==> config.mk <==
export PLATFORM = sky130hd
export DESIGN_NAME = btn_debounce_pulse
export DESIGN_NICKNAME = d
export VERILOG_FILES = /design/src/rtl/btn_debounce_pulse.sv
export SDC_FILE = /design/constraint.sdc
export NUM_CORES = 1
export LEC_CHECK = 0
export ABC_AREA = 0
export CAP_MARGIN = 20
export CORE_MARGIN = 2
export CORE_UTILIZATION = 53
export DETAILED_ROUTE_END_ITERATION = 7
export PLACE_DENSITY = 0.74
export SKIP_CTS_REPAIR_TIMING = 1
export SYNTH_ARGS = -nofsm -noshare
export SYNTH_HDL_FRONTEND = slang
export SYNTH_SLANG_ARGS = --single-unit
==> constraint.sdc <==
create_clock -name clk -period 1.8 [get_ports clk]
set_input_delay 0.36 -clock clk [delete_from_list [all_inputs] [get_ports clk]]
set_output_delay 0.36 -clock clk [all_outputs]
set_load 0.02 [all_outputs]
==> src/rtl/btn_debounce_pulse.sv <==
// Push-button front end: synchroniser, stable-time debouncer and press/release pulse generator.
// Optional auto-repeat of press_pulse while held, enabled by defining BTN_AUTOREPEAT_EN.
module btn_debounce_pulse #(
  parameter int unsigned DEBOUNCE_CYC      = 1_000_000,
  parameter int unsigned REPEAT_DELAY_CYC  = 25_000_000,
  parameter int unsigned REPEAT_PERIOD_CYC = 5_000_000,
  parameter bit          ACTIVE_HIGH       = 1'b1
) (
  input  logic clk,
  input  logic rst_n,
  input  logic btn_raw,
  output logic btn_level,
  output logic press_pulse,
  output logic release_pulse,
  output logic repeat_pulse
);

  localparam int unsigned CNT_W = (DEBOUNCE_CYC > 2) ? $clog2(DEBOUNCE_CYC) : 1;
  localparam logic [CNT_W-1:0] CNT_LAST = CNT_W'(DEBOUNCE_CYC - 1);
  localparam logic [CNT_W-1:0] CNT_SAT  = {CNT_W{1'b1}};

  typedef enum logic [1:0] {
    IDLE         = 2'd0,
    PRESS_WAIT   = 2'd1,
    HELD         = 2'd2,
    RELEASE_WAIT = 2'd3
  } state_t;

  state_t           state_reg;
  logic [CNT_W-1:0] cnt_reg;
  logic             sync1_reg;
  logic             sync2_reg;
  logic             btn_pol;
  logic             btn_s;
  logic             level_reg;
  logic             press_reg;
  logic             release_reg;
  logic             repeat_reg;

  // Polarity is corrected before the synchroniser so the FSM always sees 1 = pressed.
  assign btn_pol = ACTIVE_HIGH ? btn_raw : ~btn_raw;
  assign btn_s   = sync2_reg;

  always_ff @(posedge clk or negedge rst_n) begin
    if (!rst_n) begin
      sync1_reg <= 1'b0;
      sync2_reg <= 1'b0;
    end else begin
      sync1_reg <= btn_pol;
      sync2_reg <= sync1_reg;
    end
  end

`ifdef BTN_AUTOREPEAT_EN
  localparam int unsigned RPT_MAX = (REPEAT_DELAY_CYC > REPEAT_PERIOD_CYC) ?
                                    REPEAT_DELAY_CYC : REPEAT_PERIOD_CYC;
  localparam int unsigned RPT_W   = (RPT_MAX > 2) ? $clog2(RPT_MAX) : 1;
  localparam logic [RPT_W-1:0] RPT_DELAY_LAST  = RPT_W'(REPEAT_DELAY_CYC - 1);
  localparam logic [RPT_W-1:0] RPT_PERIOD_LAST = RPT_W'(REPEAT_PERIOD_CYC - 1);

  logic [RPT_W-1:0] rpt_cnt_reg;
  logic             rpt_phase_reg;  // 0: waiting for first repeat, 1: periodic repeats
  logic             rpt_fire;

  assign rpt_fire = rpt_phase_reg ? (rpt_cnt_reg == RPT_PERIOD_LAST)
                                  : (rpt_cnt_reg == RPT_DELAY_LAST);
`endif

  always_ff @(posedge clk or negedge rst_n) begin
    if (!rst_n) begin
      state_reg     <= IDLE;
      cnt_reg       <= '0;
      level_reg     <= 1'b0;
      press_reg     <= 1'b0;
      release_reg   <= 1'b0;
      repeat_reg    <= 1'b0;
`ifdef BTN_AUTOREPEAT_EN
      rpt_cnt_reg   <= '0;
      rpt_phase_reg <= 1'b0;
`endif
    end else begin
      press_reg   <= 1'b0;
      release_reg <= 1'b0;
      repeat_reg  <= 1'b0;
      // Stable-time counter saturates; every state change below clears it.
      if (cnt_reg != CNT_SAT) begin
        cnt_reg <= cnt_reg + 1'b1;
      end

      case (state_reg)
        IDLE: begin
          if (btn_s) begin
            state_reg <= PRESS_WAIT;
            cnt_reg   <= '0;
          end
        end

        PRESS_WAIT: begin
          if (!btn_s) begin
            state_reg <= IDLE;
            cnt_reg   <= '0;
          end else if (cnt_reg == CNT_LAST) begin
            state_reg     <= HELD;
            cnt_reg       <= '0;
            press_reg     <= 1'b1;
            level_reg     <= 1'b1;
`ifdef BTN_AUTOREPEAT_EN
            rpt_cnt_reg   <= '0;
            rpt_phase_reg <= 1'b0;
`endif
          end
        end

        HELD: begin
          if (!btn_s) begin
            state_reg <= RELEASE_WAIT;
            cnt_reg   <= '0;
          end
`ifdef BTN_AUTOREPEAT_EN
          else if (rpt_fire) begin
            press_reg     <= 1'b1;
            repeat_reg    <= 1'b1;
            rpt_cnt_reg   <= '0;
            rpt_phase_reg <= 1'b1;
          end else begin
            rpt_cnt_reg <= rpt_cnt_reg + 1'b1;
          end
`endif
        end

        RELEASE_WAIT: begin
          // A bounce back to pressed resumes HELD silently; the repeat counter keeps its value.
          if (btn_s) begin
            state_reg <= HELD;
            cnt_reg   <= '0;
          end else if (cnt_reg == CNT_LAST) begin
            state_reg   <= IDLE;
            cnt_reg     <= '0;
            release_reg <= 1'b1;
            level_reg   <= 1'b0;
          end
        end

        default: begin
          state_reg <= IDLE;
          cnt_reg   <= '0;
        end
      endcase
    end
  end

  assign btn_level     = level_reg;
  assign press_pulse   = press_reg;
  assign release_pulse = release_reg;
  assign repeat_pulse  = repeat_reg;

endmodule

* Word-level counts from Yosys, hierarchy flattened
Index checks and enable logic that the tools add are counted.
** Storage, ports and cells
- Bits in registers :: 27
- Input port bits :: 3
- Output and inout port bits :: 4
- Word-level logic and storage cells :: 49
** Cells by class
- Add/subtract/negate cells :: 1
- Equality and inequality tests :: 13
- Multiplexer cells :: 24
- Reduce and logical (&&, ||, !) cells :: 4
** Operator list (count)
- $mux W20 :: 6
- $pmux W20 S4 :: 1
- $add A20 B1 Y20 const B :: 1
- $eq A20 B20 Y1 const B :: 1
- $ne A20 B20 Y1 const B :: 1
- $mux W2 :: 6
- $ne A2 B2 Y1 const B :: 6
- $mux W1 :: 9
- $pmux W2 S4 :: 1
- $ne A3 B3 Y1 const B :: 2
- $reduce_and A5 Y1 :: 1
- $eq A2 B2 Y1 const B :: 2
- $reduce_and A4 Y1 :: 1
- $eq A2 B1 Y1 const B :: 1
- $logic_not A2 Y1 :: 1
- $pmux W1 S2 :: 1
- $reduce_bool A2 Y1 :: 1

* Logic depth before layout (Yosys ltp)
- Depth after elaboration :: 5
- Depth in mapped cells :: 7

* Worst setup path after synthesis
Ideal clock, no wire load.
- Kind :: reg-to-reg
- From :: register cnt_reg[15]
- To :: register cnt_reg[19]
- Library setup time :: 0.144 ns
- Arrival :: 1.623 ns
- Path slack :: 0.032 ns
- Cell stages (with the launch flop) :: 7
- Path through :: dfrtp_1 -> or4_4 -> nor4_4 -> nand4_1 -> a21oi_2 -> buf_6 -> a311oi_2
** On the way
- Word-level cells in the longest chain between the ends :: 5
- Elaborated cells on any way between the ends :: 10
** RTL lines
- start: declaration :: line 30 : logic [CNT_W-1:0] cnt_reg;
- start signal: assignment :: line 87 : cnt_reg <= cnt_reg + 1'b1;
- $add A20 B1 Y20 or $ne A20 B20 Y1 (tied branches) :: line 87, 86
- $mux W20 :: line 86 : if (cnt_reg != CNT_SAT) begin
- $mux W20 :: line 102, 136
- $mux W20 (on tied branches) :: line 133, 99
- $pmux W20 S4 (*) :: line 90 : case (state_reg)
Mark *: on every way between the ends. The rest lies on a longest branch, timed or not.
A chain may end at the register's enable or synchronous reset.

* Worst setup path after layout
- From :: register cnt_reg[15]
- To :: register cnt_reg[18]
The elaborated chain is that of the path after synthesis.

==> results.yml <==
floorplanning:
  rows: 19
  core_area_mm2: 0.00276
  die_h_um: 57.8
  pin_count: 7
  start_util_pct: 55.5
  die_x_um: 57.8
  dieArea_mm2: 0.00334
hold_path:
  hp-class: "in2async"
pwr:
  powerDensity_mw_per_mm2: 554
  p_leak_nw: 0.703
  vdd_drop_max_uv: 573
yosys:
  syn_inst: 143
  synth_compound_area_share_pct: 13.0
  synthMuxAreaShare_pct: 0
  synth_area_leaders: "dfrtp_1 44%, xnor2_1 5.7%, nor2_2 4.1%, nor3_2 3.9%, buf_6 3.7%"
  synthSimpleGateAreaFrac_pct: 30.3
  synth_top_area_share_pct: 44.1
  synthAdderAreaFrac_pct: 0.817
  synth_area_mm2: 0.00153
  yosysSeqAreaShare_pct: 44.1
  yosysUniqueCellTypes: 42
  synth_seq_cells: 27
  synth.largest_area_cell: "dfrtp_1"
  synth_fp_nets: 147
  postSynthAreaPerCell_um2: 10.7
  synth_top_family_by_area: "simple AND/OR/NAND/NOR gates"
  synth-xor-area-share_pct: 6.86
  yosysWarnings: 0
cts:
  numCtsBuffers: 3
  clkLatencyLatePin_ns: 0.34
  cts_buffer_depth: 2
  clk_pin_slew_worst_paths_ns: 0.15
  htree_num_levels: 1
  cts_num_sinks: 27
  clock-root-buffer: "clkbuf_4"
  cts_tree: "yes"
route:
  drc_errors: 0
  post_drt_wl_per_cell_um: 15.5
  dr.pass1.iters: 4
  num_vias: 1172
  drtAntennaViolNets: 0
  drt_iter0_drc: 75
  drt-total-wl_um: 3080
  vias_per_cell: 5.92
global_routing:
  overflow: 0
  grt_max_degree: 28
  antenna_found_initial: 0
  grt_pass1_vias: 1153
  grt_use_total_pct: 21.0
  grt_pass1_wl_um: 5330
outcome:
  violations: "negative setup slack"
  status: "complete, but fails checks"
worst_setup_path:
  cp.required_ns: 2.04
  worst-path-max-fanout: 20
  r2r_cells: 6
  reg2reg_slack_ns: -0.01
  cp-start-kind: "register"
  arrival_ns: 2.05
  crit_path_top_delay_cell: "or4_4"
  max_stage_delay_ns: 0.54
  worstPathCellList: "or4_4 > nor4_4 > nand4_1 > a21oi_2 > buf_12 > nor3_2"
  r2r_end: "cnt_reg[18]"
  r2r_start: "cnt_reg[15]"
  setup.worst_path.end_class: "register"
  crit_type: "reg2reg"
sta:
  setup_viol: 5
  fin_skew_ns: 0.00501
  clock.fmax_mhz: 552
  worst_slack_ns: -0.0123
  min_period_over_period_pct: 101
  post-route-min-period_ns: 1.81
  slew_violations: 0
  rsz0062_at_grt: "yes"
  whs_ns: 0.370
  timing_hold_violations_final: 0
cells_and_area:
  largest_reg_flops: 20
  final_cell_mix: "27 x dfrtp_1, 20 x buf_4, 10 x xnor2_1, 10 x nor2_2, 9 x nor2_1"
  final_common_cell: "dfrtp_1"
  drive_gt1_share_pct: 34.7
  area_growth_syn_to_layout_pct: 15.1
  post-route-util_pct: 63.9
  nets: 172
  antenna_cells: 0
placed_design:
  place.gp.congestion: 0.874
  numPortBuffers: 5
  post-dp-hpwl_um: 2320
job:
  cap_viol_max_count: 0
-- synthesized netlist by cell type --
library cell and number:
a41oi_1 1, xor2_1 2, nor3b_1 2, and3_2 1
nand3_1 8, nand3_4 1, o311a_1 1, and4_1 3
a211o_1 1, or2b_2 1, a211oi_2 2, nand2_2 2
a211oi_1 3, and2_2 1, a21oi_2 3, buf_4 1
o21ai_0 1, nor3_1 3, nand2_1 7, and3_1 2
a311oi_2 1, a2111oi_2 1, nor3_2 6, or4_4 1
a21boi_0 1, inv_1 2, a21oi_1 7, buf_6 5
or3_1 1, conb_1 1, nor4_4 2, xnor2_1 10
and2_1 2, nor2_1 9, dfrtp_1 27, ha_1 1
nor4_1 1, a31oi_1 2, nor4b_1 1, nand4_1 5
nor2_2 10, a21boi_1 1
-- metal layers --
| layer | wire [um] | GRT usage (%) |
|---|---|---|
| met3 | 98 | 4.02 |
| met1 | 1460 | 28.7 |
| met5 | 0 | 0 |
| met2 | 1500 | 34.6 |
| met4 | 21 | 4.98 |
-- worst max path at each step --
| stage | from | endpoint | slack, ns | cells after the start |
|---|---|---|---|---|
| 3_3_place_gp | cnt_reg[15] | cnt_reg[18] | 0.02 | 6 |
| 6_report | cnt_reg[15] | cnt_reg[18] | -0.01 | 6 |
| 2_1_floorplan | cnt_reg[15] | cnt_reg[19] | 0.03 | 6 |
| 3_5_place_dp | cnt_reg[15] | cnt_reg[18] | -0.03 | 6 |
| 5_1_grt | cnt_reg[6] | cnt_reg[18] | -0.15 | 6 |
| 4_1_cts | cnt_reg[15] | cnt_reg[18] | -0.04 | 6 |
-- report_power, final --
group | switching [W] | internal [W] | leakage, nW
registers | 0.00000666 | 0.000616 | 0.368
clock network | 0.000191 | 0.0000853 | 0.0139
logic | 0.0000465 | 0.0000307 | 0.321
-- critical path, delay by kind of cell, from the launching register on --
family / cells / cell delay, ns
flip-flops: 1 / 0.41
buffers and inverters: 1 / 0.20
AND/OR/NAND/NOR: 4 / 0.91
AO/OA/AOI/OAI: 1 / 0.19
-- final cells by class --
cell class	count	area (um2)
repair buffers	26	220
well taps	31	38.8
clock buffers	3	22.5
fillers	232	995
inverters	2	7.51
multi-input cells	108	791
clock inverters	1	7.51
flip-flops and latches	27	676
-- kinds of logic after synthesis --
group,Yosys count
buf+inv,8
flops,27
other cells,1
simple gates,69
compound gates,25
fa+ha+maj,1
xor+xnor,12
-- metrics by stage --
step	total power (W)	area, um2	worst slack, ns	TNS, ns	instances
floorplan	0.000680	1530	0.0325	0	143
global placement	0.000709	1730	0.0159	0	194
detailed placement	0.000712	1730	-0.0262	-0.183	194
CTS	0.000987	1760	-0.0449	-0.574	198
global route	0.00102	1760	-0.147	-2.59	198
finish	0.000977	1760	-0.0123	-0.0251	198
Note: power is estimated with default switching activity, not from simulation.
